## config.mk

```make
export PLATFORM = sky130hd
export DESIGN_NAME = probe_result_packer_flat
export DESIGN_NICKNAME = d
export VERILOG_FILES = /design/src/rtl/probe_result_packer_if.sv /design/src/rtl/probe_result_packer.sv /design/src/flat_wrapper.sv
export SDC_FILE = /design/constraint.sdc
export NUM_CORES = 2
export LEC_CHECK = 0
export ABC_CLOCK_PERIOD_IN_PS = 6200
export CAP_MARGIN = 25
export CORE_AREA = 2 2 627 629
export DETAILED_ROUTE_END_ITERATION = 10
export DIE_AREA = 0 0 629 631
export PLACE_DENSITY = 0.43
export SETUP_SLACK_MARGIN = 0.4
export SYNTH_ARGS = -nofsm -noshare
export SYNTH_HDL_FRONTEND = slang
export SYNTH_SLANG_ARGS = --single-unit
```

## constraint.sdc

```tcl
create_clock -name clk -period 6.2 [get_ports clk]
set_input_delay 0.93 -clock clk [delete_from_list [all_inputs] [get_ports clk]]
set_output_delay 0.93 -clock clk [all_outputs]
set_load 0.02 [all_outputs]
```

## src/rtl/probe_result_packer_if.sv

```systemverilog
// Bundle of the issue, per-lane result and output streams of probe_result_packer.
//   iss_*         : one issue record per probe word sent by the splitter (mask, last)
//   res_*         : eight result lanes (payload, hit flag, {lane, serial number})
//   out_*         : packed 512-bit output word stream
//   curr_sn, err  : retired-word count and sticky error flags
// master drives the inputs of the packer; slave is the packer side.
interface probe_result_packer_if;
  logic             iss_valid;
  logic [7:0]       iss_mask;
  logic             iss_last;
  logic             iss_ready;

  logic [7:0]       res_valid;
  logic [7:0]       res_ready;
  logic [7:0][63:0] res_data;
  logic [7:0]       res_hit;
  logic [7:0][63:0] res_serialnum;

  logic [511:0]     out_data;
  logic [7:0]       out_keep;
  logic             out_valid;
  logic             out_ready;
  logic             out_last;

  logic [31:0]      curr_sn;
  logic [1:0]       err;

  modport master (
    output iss_valid, iss_mask, iss_last,
    input  iss_ready,
    output res_valid, res_data, res_hit, res_serialnum,
    input  res_ready,
    input  out_data, out_keep, out_valid, out_last,
    output out_ready,
    input  curr_sn, err
  );

  modport slave (
    input  iss_valid, iss_mask, iss_last,
    output iss_ready,
    input  res_valid, res_data, res_hit, res_serialnum,
    output res_ready,
    output out_data, out_keep, out_valid, out_last,
    input  out_ready,
    output curr_sn, err
  );
endinterface

```

## src/rtl/probe_result_packer.sv

```systemverilog
// Reorders per-lane probe results by serial number and packs them into 512-bit words.
//   clk, resetn : rising-edge clock, asynchronous active-low reset
//   bus (slave) : issue records in, eight result lanes in, packed word stream out,
//                 curr_sn (retired serial numbers) and sticky err flags out
// Results land in a reorder store indexed by serial number mod SLOTS. The head slot
// (curr_sn mod SLOTS) retires once every lane of its issue mask has delivered; hits
// are packed into the output register, misses are zeroed and dropped.
module probe_result_packer #(
  parameter int unsigned MAX_IN_TRANSIT = 2,
  parameter int unsigned SLOTS          = 2
) (
  input logic                  clk,
  input logic                  resetn,
  probe_result_packer_if.slave bus
);

  localparam int unsigned SlotW    = (SLOTS > 1) ? $clog2(SLOTS) : 1;
  localparam int unsigned CntW     = $clog2(SLOTS + 1);
  localparam logic [31:0] SlotMask = 32'(SLOTS - 1);
  localparam logic [31:0] Slots32  = 32'(SLOTS);

  if ((SLOTS < MAX_IN_TRANSIT) || ((SLOTS & (SLOTS - 1)) != 0)) begin : gen_cfg_check
    $error("SLOTS must be a power of two and >= MAX_IN_TRANSIT");
  end

  typedef logic [SlotW-1:0] slot_t;
  typedef enum logic [0:0] {StRun, StDone} state_e;

  function automatic slot_t slot_of(input logic [31:0] sn);
    return slot_t'(sn & SlotMask);
  endfunction

  state_e                       state_q, state_d;
  // Issue FIFO storage is indexed by slot: record for sn k lives at k mod SLOTS.
  logic [SLOTS-1:0][7:0]        mask_q, mask_d;
  logic [SLOTS-1:0]             last_q, last_d;
  logic [CntW-1:0]              cnt_q, cnt_d;
  logic [SLOTS-1:0][7:0]        filled_q, filled_d;
  logic [SLOTS-1:0][7:0]        hit_q, hit_d;
  logic [SLOTS-1:0][7:0][63:0]  data_q, data_d;
  logic [SLOTS-1:0]             complete_q, complete_d;
  logic [31:0]                  curr_sn_q, curr_sn_d;
  logic [511:0]                 out_data_q, out_data_d;
  logic [7:0]                   out_keep_q, out_keep_d;
  logic                         out_valid_q, out_valid_d;
  logic                         out_last_q, out_last_d;
  logic [1:0]                   err_q, err_d;

  logic                         run, iss_ready, iss_push, retire, emit;
  slot_t                        head, wr_slot;
  logic [7:0]                   res_ready, head_keep;
  slot_t [7:0]                  lane_slot;
  logic [7:0][31:0]             lane_off;
  logic                         unused_lane_idx;

  always_comb begin
    state_d     = state_q;
    mask_d      = mask_q;
    last_d      = last_q;
    filled_d    = filled_q;
    hit_d       = hit_q;
    data_d      = data_q;
    curr_sn_d   = curr_sn_q;
    out_data_d  = out_data_q;
    out_keep_d  = out_keep_q;
    out_valid_d = out_valid_q;
    out_last_d  = out_last_q;
    err_d       = err_q;

    run       = (state_q == StRun);
    head      = slot_of(curr_sn_q);
    wr_slot   = slot_of(curr_sn_q + 32'(cnt_q));
    iss_ready = run && (cnt_q != CntW'(SLOTS));
    iss_push  = bus.iss_valid && iss_ready;
    // complete_q lags the store by one cycle; that stage sets the fill-to-output latency.
    retire    = run && complete_q[head] && (!out_valid_q || bus.out_ready);
    head_keep = hit_q[head] & mask_q[head];
    emit      = (head_keep != 8'h00) || last_q[head];

    // Result fills. Out-of-window and known out-of-mask results are dropped.
    for (int i = 0; i < 8; i++) begin
      lane_slot[i] = slot_of(bus.res_serialnum[i][31:0]);
      lane_off[i]  = bus.res_serialnum[i][31:0] - curr_sn_q;
      res_ready[i] = run && !filled_q[lane_slot[i]][i];
      if (bus.res_valid[i] && res_ready[i]) begin
        if (lane_off[i] >= Slots32) begin
          err_d[1] = 1'b1;
        end else if ((lane_off[i] < 32'(cnt_q)) && !mask_q[lane_slot[i]][i]) begin
          err_d[0] = 1'b1;
        end else begin
          filled_d[lane_slot[i]][i] = 1'b1;
          hit_d[lane_slot[i]][i]    = bus.res_hit[i];
          data_d[lane_slot[i]][i]   = bus.res_data[i];
        end
      end
    end

    if (iss_push) begin
      mask_d[wr_slot] = bus.iss_mask;
      last_d[wr_slot] = bus.iss_last;
    end

    if (bus.out_ready) begin
      out_valid_d = 1'b0;
    end

    if (retire) begin
      // Lanes that filled before their record was issued are checked here.
      if ((filled_q[head] & ~mask_q[head]) != 8'h00) begin
        err_d[0] = 1'b1;
      end
      filled_d[head] = '0;
      hit_d[head]    = '0;
      curr_sn_d      = curr_sn_q + 32'd1;
      if (emit) begin
        out_valid_d = 1'b1;
        out_keep_d  = head_keep;
        out_last_d  = last_q[head];
        for (int i = 0; i < 8; i++) begin
          out_data_d[64*i +: 64] = head_keep[i] ? data_q[head][i] : 64'd0;
        end
      end
      if (last_q[head]) begin
        state_d = StDone;
      end
    end

    cnt_d = cnt_q + CntW'(iss_push) - CntW'(retire);

    // A slot is complete when its record exists and every masked lane has filled.
    // The slot retiring this cycle is forced clear so the lagged flag never goes stale.
    for (int s = 0; s < SLOTS; s++) begin
      complete_d[s] = (32'(slot_t'(slot_t'(s) - head)) < 32'(cnt_q)) &&
                      ((filled_q[s] & mask_q[s]) == mask_q[s]) &&
                      !(retire && (slot_t'(s) == head));
    end

    unused_lane_idx = 1'b0;
    for (int i = 0; i < 8; i++) begin
      unused_lane_idx = unused_lane_idx ^ (^bus.res_serialnum[i][63:32]);
    end
  end

  always_ff @(posedge clk or negedge resetn) begin
    if (!resetn) begin
      state_q     <= StRun;
      mask_q      <= '0;
      last_q      <= '0;
      cnt_q       <= '0;
      filled_q    <= '0;
      hit_q       <= '0;
      data_q      <= '0;
      complete_q  <= '0;
      curr_sn_q   <= '0;
      out_data_q  <= '0;
      out_keep_q  <= '0;
      out_valid_q <= 1'b0;
      out_last_q  <= 1'b0;
      err_q       <= '0;
    end else begin
      state_q     <= state_d;
      mask_q      <= mask_d;
      last_q      <= last_d;
      cnt_q       <= cnt_d;
      filled_q    <= filled_d;
      hit_q       <= hit_d;
      data_q      <= data_d;
      complete_q  <= complete_d;
      curr_sn_q   <= curr_sn_d;
      out_data_q  <= out_data_d;
      out_keep_q  <= out_keep_d;
      out_valid_q <= out_valid_d;
      out_last_q  <= out_last_d;
      err_q       <= err_d;
    end
  end

  assign bus.iss_ready = iss_ready;
  assign bus.res_ready = res_ready;
  assign bus.out_data  = out_data_q;
  assign bus.out_keep  = out_keep_q;
  assign bus.out_valid = out_valid_q;
  assign bus.out_last  = out_last_q;
  assign bus.curr_sn   = curr_sn_q;
  assign bus.err       = err_q;

endmodule
```

## src/flat_wrapper.sv

```systemverilog
// flat-port wrapper written by rule: the top's interface ports become plain ports
module probe_result_packer_flat 
#(
  parameter int unsigned MAX_IN_TRANSIT = 2,
  parameter int unsigned SLOTS          = 2
)
  (clk, resetn, bus_iss_valid, bus_iss_mask, bus_iss_last, bus_iss_ready, bus_res_valid, bus_res_data, bus_res_hit, bus_res_serialnum, bus_res_ready, bus_out_data, bus_out_keep, bus_out_valid, bus_out_last, bus_out_ready, bus_curr_sn, bus_err);
  probe_result_packer_if bus_i ();
  input logic clk;
  input logic resetn;
  input wire logic [$bits(bus_i.iss_valid)-1:0] bus_iss_valid;
  input wire logic [$bits(bus_i.iss_mask)-1:0] bus_iss_mask;
  input wire logic [$bits(bus_i.iss_last)-1:0] bus_iss_last;
  output wire logic [$bits(bus_i.iss_ready)-1:0] bus_iss_ready;
  input wire logic [$bits(bus_i.res_valid)-1:0] bus_res_valid;
  input wire logic [$bits(bus_i.res_data)-1:0] bus_res_data;
  input wire logic [$bits(bus_i.res_hit)-1:0] bus_res_hit;
  input wire logic [$bits(bus_i.res_serialnum)-1:0] bus_res_serialnum;
  output wire logic [$bits(bus_i.res_ready)-1:0] bus_res_ready;
  output wire logic [$bits(bus_i.out_data)-1:0] bus_out_data;
  output wire logic [$bits(bus_i.out_keep)-1:0] bus_out_keep;
  output wire logic [$bits(bus_i.out_valid)-1:0] bus_out_valid;
  output wire logic [$bits(bus_i.out_last)-1:0] bus_out_last;
  input wire logic [$bits(bus_i.out_ready)-1:0] bus_out_ready;
  output wire logic [$bits(bus_i.curr_sn)-1:0] bus_curr_sn;
  output wire logic [$bits(bus_i.err)-1:0] bus_err;
  assign bus_i.iss_valid = bus_iss_valid;
  assign bus_i.iss_mask = bus_iss_mask;
  assign bus_i.iss_last = bus_iss_last;
  assign bus_iss_ready = bus_i.iss_ready;
  assign bus_i.res_valid = bus_res_valid;
  assign bus_i.res_data = bus_res_data;
  assign bus_i.res_hit = bus_res_hit;
  assign bus_i.res_serialnum = bus_res_serialnum;
  assign bus_res_ready = bus_i.res_ready;
  assign bus_out_data = bus_i.out_data;
  assign bus_out_keep = bus_i.out_keep;
  assign bus_out_valid = bus_i.out_valid;
  assign bus_out_last = bus_i.out_last;
  assign bus_i.out_ready = bus_out_ready;
  assign bus_curr_sn = bus_i.curr_sn;
  assign bus_err = bus_i.err;
  probe_result_packer #(.MAX_IN_TRANSIT(MAX_IN_TRANSIT), .SLOTS(SLOTS)) u_core (.clk(clk), .resetn(resetn), .bus(bus_i));
endmodule
```

Yosys cells after proc, flatten, opt, wreduce, memory -nomap -nowiden --
Index checks and enable logic that the tools add are counted.
Word-level totals: register bits 1635, output and inout port bits 565, logic and storage cells 393
Operators by class: reduce and logical (&&, ||, !) cells 69, add/subtract/negate cells 14, $lt $le $gt $ge 38, bitwise logic cells 18, mux-type cells 219, eq/ne operators 3
Operator list (number):
- $mux 1024 | 24
- $bwmux 1024 | 8
- $demux 512 s1 | 8
- $mux 512 | 3
- $mux 16 | 50
- $mux 64 | 9
- $mux 448 | 1
- $mux 384 | 1
- $mux 320 | 1
- $ge 32x2->1 const B | 8
- $lt 32x2->1 | 8
- $mux 256 | 1
- $sub 32x32->32 | 8
- $mux 192 | 1
- $bwmux 16 | 9
- $mux 128 | 1
- $or 16x16->16 | 8
- $mux 8 | 13
- $demux 8 s1 | 10
- $logic_and 1x1->1 | 44
- $mux 1 | 39
- $mux 7 | 5
- $add 32x1->32 const B | 1
- $and 16x16->16 | 2
- 24 further kinds | 98

Longest topological paths before layout --
depth in word-level cells 38, gate-level depth with buffers 17, mapped depth without buffers 15

Worst setup path before layout --
Ideal clock, no wire load.
path type input -> register, from input port bus_res_serialnum[450], to register u_core.data_q[1000] (netlist bit), data arrival time 4.646 ns, slack 1.430 ns, library setup time 0.125 ns, stages 13, cell sequence ha_1 nor2_1 a211oi_1 o311ai_0 o31ai_1 a21oi_1 o31ai_1 xor2_1 or4_1 nor4_1 buf_2 buf_4 mux2_2
Between the ends: cells in the longest elaborated chain, start to end 6, elaborated cells between the ends (all ways) 7, classes of those cells add/sub: 1; order compare: 2; mux: 3; reduce/logical: 1
Ends and longest elaborated chain:
- start, declared | line flat_wrapper.sv:18 | input wire logic [$bits(bus_i.res_serialnum)-1:0] bus_res_serialnum;
- $sub 32x32->32 (*) | line probe_result_packer.sv:83 | lane_off[i] = bus.res_serialnum[i][31:0] - curr_sn_q;
- $lt 32x2->1 | line probe_result_packer.sv:88 | end else if ((lane_off[i] < 32'(cnt_q)) && !mask_q[lane_slot[i]][i]) begin
- $logic_and 1x1->1 | line probe_result_packer.sv:88
- $mux 1024 | line probe_result_packer.sv:88
- $mux 1024 (*) | line probe_result_packer.sv:86 | if (lane_off[i] >= Slots32) begin
- $mux 1024 (*) | line probe_result_packer.sv:85 | if (bus.res_valid[i] && res_ready[i]) begin
- end signal, assigned | line probe_result_packer.sv:167 | data_q <= data_d;
- end, declared | line probe_result_packer.sv:40 | logic [SLOTS-1:0][7:0][63:0] data_q, data_d;
Every way passes the cells marked *; elsewhere a longest branch is shown, timed or not. A chain may end at the register's enable or synchronous reset.

Worst setup path in the final report --
from register u_core.curr_sn_q[7] (netlist: u_core.bus.curr_sn[7]), to register u_core.data_q[1014] (netlist bit)
Between the ends: cells in the longest elaborated chain, start to end 34, elaborated cells between the ends (all ways) 63, classes of those cells add/sub: 8; order compare: 16; mux: 31; reduce/logical: 8
Ends and longest elaborated chain:
- start, declared | line probe_result_packer.sv:42 | logic [31:0] curr_sn_q, curr_sn_d;
- start signal, assigned | line probe_result_packer.sv:169 | curr_sn_q <= curr_sn_d;
- $sub 32x32->32 | line probe_result_packer.sv:83
- $lt 32x2->1 | line probe_result_packer.sv:88
- $logic_and 1x1->1 | line probe_result_packer.sv:88
- $mux 1024 | line probe_result_packer.sv:88
- $mux 1024 | line probe_result_packer.sv:86
- $mux 1024 | line probe_result_packer.sv:85
- $bwmux 1024 | line probe_result_packer.sv:93 | data_d[lane_slot[i]][i] = bus.res_data[i];
- $mux 1024 | line probe_result_packer.sv:88
- [... 18 more ...]
- $bwmux 1024 | line probe_result_packer.sv:93
- $mux 1024 | line probe_result_packer.sv:88
- $mux 1024 | line probe_result_packer.sv:86
- $mux 1024 | line probe_result_packer.sv:85
- $bwmux 1024 | line probe_result_packer.sv:93
- $mux 1024 | line probe_result_packer.sv:88
- $mux 1024 | line probe_result_packer.sv:86
- $mux 1024 (*) | line probe_result_packer.sv:85
Marked as above.

==> reports/metrics.cfg <==
[drt]
route.detailed.drc = 0
dr.max_layer_used = met5
met2WireLength_mm = 181
dr_wl_met3_mm = 22.1
drtAntennaViolNets = 0
routed_via_density = 4.71
drt_iter0_markers = 4100
routed_wirelength_mm = 374
vias = 67800
firstDrtPassIters = 6
wl_per_cell_um = 26.0
wl_met1_mm = 152

[setup_path]
critPathKind = flip-flop to flip-flop
cp.arrival_ns = 6.31
cp-end-kind = flip-flop
start_kind = flip-flop
crit_path_frequent_cell = buf_4
crit_fanout = 20
path_cells = inv_1 > buf_4 > ha_1 > a21oi_1 > o21ai_0 > a221oi_2 > nor4_1 > o31ai_1 > and3_1 > o211ai_1 > or4_1 > nor4_2 > buf_12 > buf_4 > mux2_2
max_stage_delay_ns = 0.61
crit_slowest_cell = or4_1
cp.required_ns = 6.93

[synthesis]
syn_area_per_cell_sq_um = 11.2
synth-seq-area-share_pct = 48.2
yosysWarnings = 0
async_flop_share_pct = 100
yosysUniqueCellTypes = 97
synth_fp_nets = 8863
synthCells = 7541
syn_area_sq_um = 84800
ys_ff_latch = 1635
ys.flop_type = dfrtp_1
synth-edff-count = 0

[power]
leakagePower_uw = 0.0513
p_switching_uw = 8690
clkPwrFrac_pct = 41.4
switching_share_pct = 30.1
power_frac_seq_pct = 38.0
ir_drop_v = 0.000237
combPwrFrac_pct = 20.6
internal_power_uw = 20200
p_per_area_nw_per_um2 = 256

[sta]
setup_violations = 0
worst_pin_slew_ns = 1.11
setup_tns_ns = 0
slew_viol_final = 0
fin_skew_ns = 0.0963
min_period_ns = 5.58
relSlewSlack_pct = 25.8
rsz0062_at_grt = false
clock.fmax_ghz = 0.179
setup_ws_ns = 0.616
fin_crit_sh_pct = 90.1
finalHoldViolations = 0
timing.hold.ws_ns = 0.475

[clock_tree]
cts_buffer_depth = 4
cts_tree = done
cts_root_buf = clkbuf_16
cts_sinks = 1635
clkTransAtPathRegs_ns = 0.06
numCtsBuffers = 201
worstSkewPairLatency_ns = 0.93
postCtsSetupBuffers = 0
h-tree-depth = 4

[grt]
grt_use_total_pct = 18.1
grt_max_degree = 161
antenna_found_initial = 184
grt_pass1_wl_mm = 528
globalRouteOverflowTotal = 0
grt_pass1_vias = 69400

[outcome]
status = finished, final reports clean

[place]
pre_cts_slack_ns = -0.0974
port_buffers = 1361
dpl.hpwl_mm = 287
place.gp.congestion = 0.919
dp.cells = 14000

[floorplan]
io_pins = 1618
dieArea_sq_um = 397000
die-height_um = 631
core_area_sq_um = 391000
die-width_um = 629
core.rowCount = 230
start_util_pct = 21.7

[finish]
final_cell_mix = 1634 x dfrtp_1, 1360 x clkdlybuf4s50_1, 895 x mux2_2
layout.nets = 10300
fin_cells = 14400
final_common_cell = dfrtp_1
synthToLayoutAreaGrowth_pct = 33.3
drive_gt1_share_pct = 18.5

[flow_run]
cap_violations = 0

[min_path]
hold_class = flip-flop to flip-flop

[power groups by stage]
stage / Combinational, uW / Sequential, uW / Clock, uW
after global routing: 6400 / 11000 / 12800
after CTS: 6010 / 11000 / 12400
after floorplan: 3380 / 11100 / 0
final: 5960 / 11000 / 12000
after global placement: 5960 / 11200 / 0
after detailed placement: 5990 / 11200 / 0
[layout make-up]
class | count | area [sq um]
multi-input combinational | 5296 | 41400
clock buffer | 297 | 5910
tap | 5220 | 6530
antenna | 77 | 193
timing repair buffer | 1661 | 16800
sequential | 1635 | 40900
clock inverter | 57 | 722
inverter | 147 | 552
fill | 40500 | 278000
[kinds of logic after synthesis]
| logic type | share of synthesized area (%) |
|---|---|
| mux | 21.0 |
| compound gates | 12.9 |
| buf+inv | 3.14 |
| xor+xnor | 1.42 |
| fa+ha+maj | 4.04 |
| simple gates | 9.26 |
| flops | 48.2 |
[cells in the mapped netlist (16+ instances only)]
| library cell | n | area share (%) |
|---|---|---|
| a2111oi_0 | 16 | 0.17 |
| a211o_1 | 22 | 0.23 |
| a211oi_1 | 56 | 0.50 |
| a21o_1 | 68 | 0.60 |
| a21oi_1 | 318 | 1.9 |
| a221oi_1 | 18 | 0.19 |
| a31oi_1 | 47 | 0.35 |
| and2_1 | 28 | 0.21 |
| and3_1 | 43 | 0.32 |
| and4_1 | 23 | 0.24 |
| buf_2 | 66 | 0.39 |
| buf_4 | 30 | 0.27 |
| buf_6 | 24 | 0.32 |
| clkbuf_1 | 331 | 1.5 |
| dfrtp_1 | 1635 | 48 |
| ha_1 | 261 | 3.8 |
| inv_1 | 147 | 0.65 |
| mux2_1 | 44 | 0.58 |
| mux2_2 | 895 | 12 |
| mux2_4 | 107 | 1.9 |
| mux2i_1 | 564 | 6.7 |
| nand2_1 | 826 | 3.7 |
| nand2b_1 | 30 | 0.22 |
| nand3_1 | 79 | 0.47 |
| nand3b_1 | 16 | 0.14 |
| nand4_1 | 92 | 0.68 |
| nor2_1 | 226 | 1.0 |
| nor2b_1 | 33 | 0.24 |
| nor3_1 | 89 | 0.53 |
| nor4_1 | 46 | 0.34 |
| o211ai_1 | 51 | 0.45 |
| o21a_1 | 61 | 0.54 |
| o21ai_0 | 268 | 1.6 |
| o22ai_1 | 17 | 0.13 |
| o31ai_1 | 479 | 4.2 |
| or2_2 | 18 | 0.13 |
| or3_1 | 44 | 0.32 |
| or4_1 | 24 | 0.21 |
| xnor2_1 | 94 | 0.97 |
| xor2_1 | 44 | 0.45 |
[critical path: cells and delay by family, from the launching register on]
family                   cells  cell delay, ns
AND/OR/NAND/NOR              4            1.30
multiplexers                 1            0.35
buffers and inverters        4            1.10
AO/OA/AOI/OAI                5            1.62
adder cells (fa/ha/maj)      1            0.41
flip-flops                   1            0.57
[flip-flops by register name, indices dropped and copies added, names as in the netlist]
register              cells
u_core.data_q          1024
u_core.bus.out_data     512
u_core.bus.curr_sn       32
u_core.filled_q          16
u_core.hit_q             16
u_core.mask_q            16
u_core.bus.out_keep       8
u_core.bus.err            2
u_core.cnt_q              2
u_core.complete_q         2
u_core.last_q             2
u_core.bus.out_last       1
u_core.bus.out_valid      1
u_core.state_q            1
[timing repair]
action                                  4_1_cts  5_1_grt
hold buffers                                  1        0
hold endpoints to repair                     21        0
gates resized for setup                       0        2
endpoints found under the setup margin        0       28
[worst paths after layout]
kind / from / end / slack (ns) / cells past startpoint
max reg2reg: u_core.bus.curr_sn[7] / u_core.data_q[1014] / 0.62 / 15
min reg2reg: u_core.bus.out_data[40] / u_core.bus.out_data[40] / 0.48 / 2
max: u_core.bus.curr_sn[7] / u_core.data_q[1014] / 0.62 / 15
max in group asynchronous: resetn / u_core.data_q[673] / 3.80 / 4
min in group asynchronous: resetn / u_core.data_q[923] / 0.56 / 2
min: u_core.bus.out_data[40] / u_core.bus.out_data[40] / 0.48 / 2
[layer usage]
metal,vias up,GRT usage [%]
li1,30700,-
met1,34400,21.5
met2,1962,31.0
met3,692,4.25
met4,76,8.48
met5,-,0
[through the flow]
step | cell area [sq um] | total power [uW] | util (%)
floorplan | 84800 | 14500 | -
global placement | 106000 | 17100 | 27.2
detailed placement | 106000 | 17200 | 27.2
CTS | 113000 | 29400 | 28.9
global route | 113000 | 30200 | 28.9
finish | 113000 | 28900 | 28.9
Note: power is estimated with default switching activity, not from simulation.
